### config.mk
export PLATFORM = sky130hd
export DESIGN_NAME = hash_out_serializer
export DESIGN_NICKNAME = d
export VERILOG_FILES = /design/src/rtl/blake2_io_pkg.sv /design/src/rtl/hash_out_chk.sv /design/src/rtl/hash_out_serializer.sv
export SDC_FILE = /design/constraint.sdc
export NUM_CORES = 1
export LEC_CHECK = 0
export CAP_MARGIN = 10
export CORE_MARGIN = 5
export CORE_UTILIZATION = 40
export CTS_CLUSTER_SIZE = 8
export DETAILED_ROUTE_END_ITERATION = 7
export PLACE_DENSITY = 0.65
export SYNTH_ARGS = -nofsm -noshare
export SYNTH_HDL_FRONTEND = slang
export SYNTH_HIERARCHICAL = 1
export SYNTH_SLANG_ARGS = --single-unit
export TNS_END_PERCENT = 20
### constraint.sdc
create_clock -name clk -period 4.45 [get_ports clk]
set_input_delay 0.89 -clock clk [delete_from_list [all_inputs] [get_ports clk]]
set_output_delay 0.89 -clock clk [all_outputs]
set_load 0.01 [all_outputs]
### src/rtl/blake2_io_pkg.sv
// Shared types and constants for the BLAKE2b byte-wide pin interface.
// Holds the serializer state encoding, field widths and the digest-length decode.
// No logic; imported by hash_out_serializer and hash_out_chk.
package blake2_io_pkg;

  localparam int NN_W         = 6;
  localparam int IDX_W        = 6;
  localparam int DIGEST_BYTES = 64;

  typedef enum logic [1:0] {
    IDLE  = 2'd0,
    READ  = 2'd1,
    DRAIN = 2'd2
  } hash_out_state_t;

  // nn==0 encodes a full 64-byte digest; any other value is the byte count.
  function automatic logic [IDX_W:0] nn_to_len(input logic [NN_W-1:0] nn);
    logic [IDX_W:0] len;
    if (nn == '0) begin
      len = (IDX_W+1)'(DIGEST_BYTES);
    end else begin
      len = {1'b0, nn};
    end
    return len;
  endfunction

endpackage

### src/rtl/hash_out_chk.sv
// XOR accumulator producing the trailing check byte of a digest frame.
// Latency: accumulated value visible one cycle after the last byte is folded in.
// No backpressure: folds every byte presented with acc_vld_i, cleared at frame start.
module hash_out_chk
  import blake2_io_pkg::*;
(
  input  logic       clk,
  input  logic       nreset,
  input  logic       clr_i,
  input  logic       acc_vld_i,
  input  logic [7:0] acc_dat_i,
  output logic [7:0] chk_dat_o
);

  logic [7:0] acc_q;
  logic [7:0] acc_d;

  // Clear on frame start, otherwise fold each digest byte as it reaches the output stage.
  always_comb begin
    acc_d = acc_q;
    if (clr_i) begin
      acc_d = '0;
    end else if (acc_vld_i) begin
      acc_d = acc_q ^ acc_dat_i;
    end
  end

  // Accumulator register.
  always_ff @(posedge clk or negedge nreset) begin
    if (!nreset) begin
      acc_q <= '0;
    end else begin
      acc_q <= acc_d;
    end
  end

  assign chk_dat_o = acc_q;

endmodule

### src/rtl/hash_out_serializer.sv
// Streams the final BLAKE2b digest to the hash_o pins, one byte per cycle (optional check byte: HASH_OUT_CHK_EN).
// Latency: res_v_i in cycle 0 -> read strobe cycle 1 -> byte 0 on hash_o in cycle 3, gap-free thereafter.
// No backpressure on the pins; new res_v_i is dropped while busy_o, and ready_v_o is masked for the frame.
module hash_out_serializer
  import blake2_io_pkg::*;
(
  input  logic             clk,
  input  logic             nreset,
  input  logic             en_i,
  input  logic [NN_W-1:0]  nn_i,
  input  logic             res_v_i,
  input  logic             ready_v_i,
  input  logic [7:0]       byte_i,
  output logic             byte_rd_o,
  output logic [IDX_W-1:0] byte_idx_o,
  output logic             busy_o,
  output logic             ready_v_o,
  output logic             hash_v_o,
  output logic [7:0]       hash_o,
  output logic             hash_last_o
);

  localparam logic [IDX_W:0] CNT_ONE = (IDX_W+1)'(1);

  hash_out_state_t  state_q, state_d;
  logic             en_q, en_d;
  logic [IDX_W:0]   len_q, len_d;
  logic [IDX_W:0]   rd_cnt_q, rd_cnt_d;
  logic             byte_rd_q, byte_rd_d;
  logic [IDX_W-1:0] byte_idx_q, byte_idx_d;
  logic             rd_last_q, rd_last_d;
  logic             p1_vld_q, p1_vld_d;
  logic             p1_last_q, p1_last_d;
  logic             busy_q, busy_d;
  logic             hash_v_q, hash_v_d;
  logic [7:0]       hash_q, hash_d;
  logic             hash_last_q, hash_last_d;
  logic             accept;
  logic [IDX_W:0]   new_len;

  assign accept  = (state_q == IDLE) && res_v_i && en_q;
  assign new_len = nn_to_len(nn_i);

`ifdef HASH_OUT_CHK_EN
  logic       dig_last_q, dig_last_d;
  logic [7:0] chk_dat;

  hash_out_chk u_chk (
    .clk       (clk),
    .nreset    (nreset),
    .clr_i     (accept),
    .acc_vld_i (p1_vld_q),
    .acc_dat_i (byte_i),
    .chk_dat_o (chk_dat)
  );
`endif

  // Frame control: accept a digest, issue one read per cycle, then wait for the last byte to leave.
  always_comb begin
    state_d    = state_q;
    en_d       = en_i;
    len_d      = len_q;
    rd_cnt_d   = rd_cnt_q;
    byte_rd_d  = 1'b0;
    byte_idx_d = byte_idx_q;
    rd_last_d  = 1'b0;
    busy_d     = busy_q;
    case (state_q)
      IDLE: begin
        if (accept) begin
          len_d      = new_len;
          rd_cnt_d   = CNT_ONE;
          byte_rd_d  = 1'b1;
          byte_idx_d = '0;
          rd_last_d  = (new_len == CNT_ONE);
          busy_d     = 1'b1;
          state_d    = READ;
        end
      end
      READ: begin
        // rd_cnt counts reads already issued; one spare bit lets len=64 stop without wrapping.
        if (rd_cnt_q < len_q) begin
          byte_rd_d  = 1'b1;
          byte_idx_d = rd_cnt_q[IDX_W-1:0];
          rd_last_d  = (rd_cnt_q == (len_q - CNT_ONE));
          rd_cnt_d   = rd_cnt_q + CNT_ONE;
        end else begin
          state_d = DRAIN;
        end
      end
      DRAIN: begin
        if (hash_last_q) begin
          busy_d  = 1'b0;
          state_d = IDLE;
        end
      end
      default: begin
        state_d = IDLE;
        busy_d  = 1'b0;
      end
    endcase
  end

  // Read pipeline: the strobe is delayed one stage to line up with byte_i, then byte_i is registered onto the pins.
  always_comb begin
    p1_vld_d  = byte_rd_q;
    p1_last_d = rd_last_q;
`ifdef HASH_OUT_CHK_EN
    dig_last_d  = p1_vld_q & p1_last_q;
    hash_v_d    = p1_vld_q | dig_last_q;
    hash_last_d = dig_last_q;
    if (p1_vld_q) begin
      hash_d = byte_i;
    end else if (dig_last_q) begin
      hash_d = chk_dat;
    end else begin
      hash_d = hash_q;
    end
`else
    hash_v_d    = p1_vld_q;
    hash_last_d = p1_vld_q & p1_last_q;
    hash_d      = p1_vld_q ? byte_i : hash_q;
`endif
  end

  // State, pipeline and registered output flops.
  always_ff @(posedge clk or negedge nreset) begin
    if (!nreset) begin
      state_q     <= IDLE;
      en_q        <= 1'b0;
      len_q       <= '0;
      rd_cnt_q    <= '0;
      byte_rd_q   <= 1'b0;
      byte_idx_q  <= '0;
      rd_last_q   <= 1'b0;
      p1_vld_q    <= 1'b0;
      p1_last_q   <= 1'b0;
      busy_q      <= 1'b0;
      hash_v_q    <= 1'b0;
      hash_q      <= '0;
      hash_last_q <= 1'b0;
`ifdef HASH_OUT_CHK_EN
      dig_last_q  <= 1'b0;
`endif
    end else begin
      state_q     <= state_d;
      en_q        <= en_d;
      len_q       <= len_d;
      rd_cnt_q    <= rd_cnt_d;
      byte_rd_q   <= byte_rd_d;
      byte_idx_q  <= byte_idx_d;
      rd_last_q   <= rd_last_d;
      p1_vld_q    <= p1_vld_d;
      p1_last_q   <= p1_last_d;
      busy_q      <= busy_d;
      hash_v_q    <= hash_v_d;
      hash_q      <= hash_d;
      hash_last_q <= hash_last_d;
`ifdef HASH_OUT_CHK_EN
      dig_last_q  <= dig_last_d;
`endif
    end
  end

  assign byte_rd_o   = byte_rd_q;
  assign byte_idx_o  = byte_idx_q;
  assign busy_o      = busy_q;
  assign ready_v_o   = ready_v_i & ~busy_q;
  assign hash_v_o    = hash_v_q;
  assign hash_o      = hash_q;
  assign hash_last_o = hash_last_q;

endmodule

== Word level (Yosys, flattened, before mapping) ==
Index checks and enable logic that the tools add are counted.
Word-level totals
  input bits: 19
  ROM bits: 0
  memories: 0
  logic and storage cells: 57
  bits in registers: 38
  bits in writable memories: 0
  latch bits: 0
Operators by class
  $mul: 0
  add/sub/neg operators: 2
  bitwise operators: 4
  reduce and logical (&&, ||, !) cells: 9
  equal/unequal tests: 8
  mux-type cells: 20
  shifts and indexed selects: 0
  div/mod/pow operators: 0
  order comparisons: 1
Operators with widths (number)
  $mux 7: 3
  $pmux 7 s2: 1
  $mux 6: 2
  $pmux 6 s2: 1
  $reduce_and 3->1: 3
  $ne 2x2->1 const B: 4
  $add 7x1->7 const B: 1
  $eq 7x1->1 const B: 1
  $eq 7x7->1: 1
  $lt 7x7->1: 1
  $sub 7x1->7 const B: 1
  $logic_not 6->1: 1
  $mux 1: 6
  $mux 2: 3
  $pmux 2 s3: 1
  $pmux 1 s2: 2
  $pmux 1 s3: 1
  $and 1x1->1: 2
  $eq 2x1->1 const B: 1
  $eq 2x2->1 const B: 1
  $logic_and 1x1->1: 2
  $logic_not 2->1: 1
  $not 1->1: 2
  $reduce_and 2->1: 1
  $reduce_bool 2->1: 1

== Longest topological paths before layout ==
  word-level depth: 5
  depth in mapped cells: 8
  mapped depth without buffers: 7

== Least setup slack after synthesis ==
Ideal clock, no wire load.
  path kind: input to output
  start point: input port ready_v_i
  end point: output port ready_v_o
  slack: 2.473 ns
  arrival: 1.087 ns
  buffers on the path: 0
  stages: 1
  required time: 3.560 ns
  path through: nor2b_1
Between the ends
  longest elaborated chain between the ends: 1
Ends and longest elaborated chain
  from (decl): line hash_out_serializer.sv:12  | input logic ready_v_i,
  $and 1x1->1: line hash_out_serializer.sv:168  | assign ready_v_o = ready_v_i & ~busy_q;
  to (decl): line hash_out_serializer.sv:17  | output logic ready_v_o,
No other way between the ends.

== Worst setup path after layout ==
Same ends and word-level chain as after synthesis.

==> impl_metrics.yaml <==
global_routing:
  antenna_found_initial: 0
  overflow: 0
  grt_first_pass_wirelength_um: 6390
  grt_pass1_vias: 1350
  track_usage: 0.130
  grt_max_degree: 39
worst_setup_path:
  worstPathArrival_ns: 2.00
  cp_num_buf_inv: 2
  worst-setup-path-type: "input port to primary output"
  path_cells: "clkdlybuf4s50_1 -> nor2b_1 -> clkdlybuf4s50_1"
  crit_required_ns: 3.56
  cp-end-kind: "primary output"
  crit_path_top_delay_cell: "clkdlybuf4s50_1"
  worstPathMaxFanout: 1
  crit_top_cell: "clkdlybuf4s50_1"
  cpPeakStageDelay_ns: 0.54
  crit_family: "buffers and inverters"
  cp-start-kind: "input port"
final_layout:
  diodes: 0
  final_cell_mix: "dfrtp_1, clkdlybuf4s50_1, nand2_1"
  layoutNonFillerInstCount: 267
  nets: 240
  syn2layout_area_growth_pct: 27.9
  final_common_cell: "dfrtp_1"
  drive_gt1_frac: 0.103
logic_synthesis:
  postSynthAreaPerCell_um2: 10.8
  syn_nets: 204
  ys_seq_area_frac: 0.502
  synth_seq_cells: 38
  yosys_warnings: 6
  syn_inst: 176
  ys_types: 39
  syn_area_mm2: 0.00189
clocking:
  clk_latency_ns: 0.29
  clockBufferDepth: 2
  clockRootBuffer: "clkbuf_8"
  clkTransAtPathRegs_ns: 0.08
  cts-buffers-inserted: 5
  cts.hold.buffers_added: 0
  ctsResizeCount: 0
  cts_tree: "done"
  clock_sinks: 38
  htreeDepth: 2
  post_cts_buffers: 0
timing:
  setup_ws_ns: 1.56
  final-setup-viol-count: 0
  worstMarginPinSlew_ns: 0.965
  clock-skew-final_ns: 0.00658
  max_freq_mhz: 346
  fin_crit_sh: 0.649
  rsz0062_at_grt: "no"
  setup_tns_ns: 0
  relSlewSlack: 0.357
  slew_violations: 0
  finalCriticalPeriod_ns: 2.89
  hold_violations: 0
power:
  ir_drop_mv: 0.208
  power.leakage_nw: 1.04
  power.density_mw_per_mm2: 687
  p_total_mw: 1.66
placement:
  hpwl_um: 2670
  io_buffers: 37
  gp_congestion: 0.751
  dp_cells: 259
  place_ws_ns: 1.56
routing:
  drtAntennaViolNets: 0
  routedWlPerCell_um: 13.7
  drt-initial-drc-count: 25
  totalWireLength_um: 3660
  dr.pass1.iters: 4
  vias_per_cell: 5.04
  drc: 0
  vias: 1346
die:
  die_x_um: 78.8
  rows: 25
  dieArea_mm2: 0.00621
  die-height_um: 78.8
  design.core.area_mm2: 0.00466
  initial_core_util: 0.406
  io_pins: 38
job:
  cap_violations: 0
run_status:
  status: "completed"
worst_hold_path:
  hold_path_class: "register to register"
-- worst register-to-register path, cell delays in order (launching register included) --
cell	delay, ns
dfrtp_1	0.42
inv_1	0.11
ha_1	0.32
nand4_1	0.11
a21oi_1	0.76
o21ai_4	0.25
o21ba_1	0.24
-- report_power, final --
part | total, mW | switching, mW | leakage (nW) | internal (mW)
clock network | 0.364 | 0.125 | 0.0714 | 0.239
logic | 0.710 | 0.344 | 0.488 | 0.365
registers | 0.591 | 0.118 | 0.483 | 0.473
total | 1.66 | 0.587 | 1.04 | 1.08
-- cell usage after synthesis (all sizes together) --
master,count,share of area
ha,9,0.059
o21ba,1,0.0053
xor2,1,0.0046
dfrtp,38,0.50
or4,3,0.012
xnor2,8,0.037
o31ai,2,0.0079
nand3b,1,0.0040
inv,17,0.034
nand2,20,0.040
o21bai,1,0.0040
o21ai,13,0.040
buf,4,0.017
o211ai,2,0.015
nand2b,1,0.0033
a41o,1,0.0053
nor3b,1,0.0040
mux2,8,0.048
and2,1,0.0033
nor2,5,0.0099
or3,1,0.0033
clkbuf,4,0.0079
mux2i,9,0.048
o22ai,1,0.0033
a41oi,1,0.0046
nor4,2,0.0066
nand4,1,0.0033
nor2b,3,0.014
nor3,4,0.011
and3,2,0.0066
nand3,5,0.013
a21oi,6,0.024
-- cells by family after synthesis --
| logic type | share of synthesized area |
|---|---|
| simple gates | 0.133 |
| compound gates | 0.110 |
| buf+inv | 0.0588 |
| mux | 0.0951 |
| flops | 0.502 |
| fa+ha+maj | 0.0594 |
| xor+xnor | 0.0416 |
-- state kept, by name (all words and copies together), names as in the netlist --
register / count
byte_idx_o: 6
busy_o: 1
rd_cnt_q: 7
en_q: 1
state_q: 2
p1_last_q: 1
len_q: 7
byte_rd_o: 1
hash_v_o: 1
p1_last_d: 1
hash_o: 8
hash_v_d: 1
hash_last_o: 1
-- per-layer routing --
layer / wire (µm) / global-route usage
met1: 1670 / 0.159
met5: 0 / 0
met3: 200 / 0.0420
met2: 1720 / 0.212
met4: 69 / 0.0515
-- final cells by class --
cell class	instances	area (µm²)
fillers	432	2240
flip-flops and latches	38	951
multi-input cells	113	832
repair buffers	37	365
clock buffers	6	82.6
well taps	54	67.6
inverters	17	63.8
clock inverters	2	60.1
-- stage by stage --
step                instance area (µm²)  hold WS, ns   util
global placement                   2280        0.333  0.489
CTS                                2420        0.361  0.520
finish                             2420        0.359  0.520
detailed placement                 2280        0.343  0.489
global route                       2420        0.372  0.520
floorplan                          1890        0.331      -
-- worst paths after layout --
kind                           start            end  slack, ns  cells past startpoint
setup reg to reg            len_q[4]    rd_cnt_q[0]       2.13                      6
min in group asynchronous     nreset      hash_o[3]       0.70                      1
setup / recovery           ready_v_i      ready_v_o       1.56                      3
hold reg to reg            p1_last_d      p1_last_q       0.36                      0
hold / removal             p1_last_d      p1_last_q       0.36                      0
max in group asynchronous     nreset  byte_idx_o[2]       3.22                      1
Power figures use the tool's default switching activity.
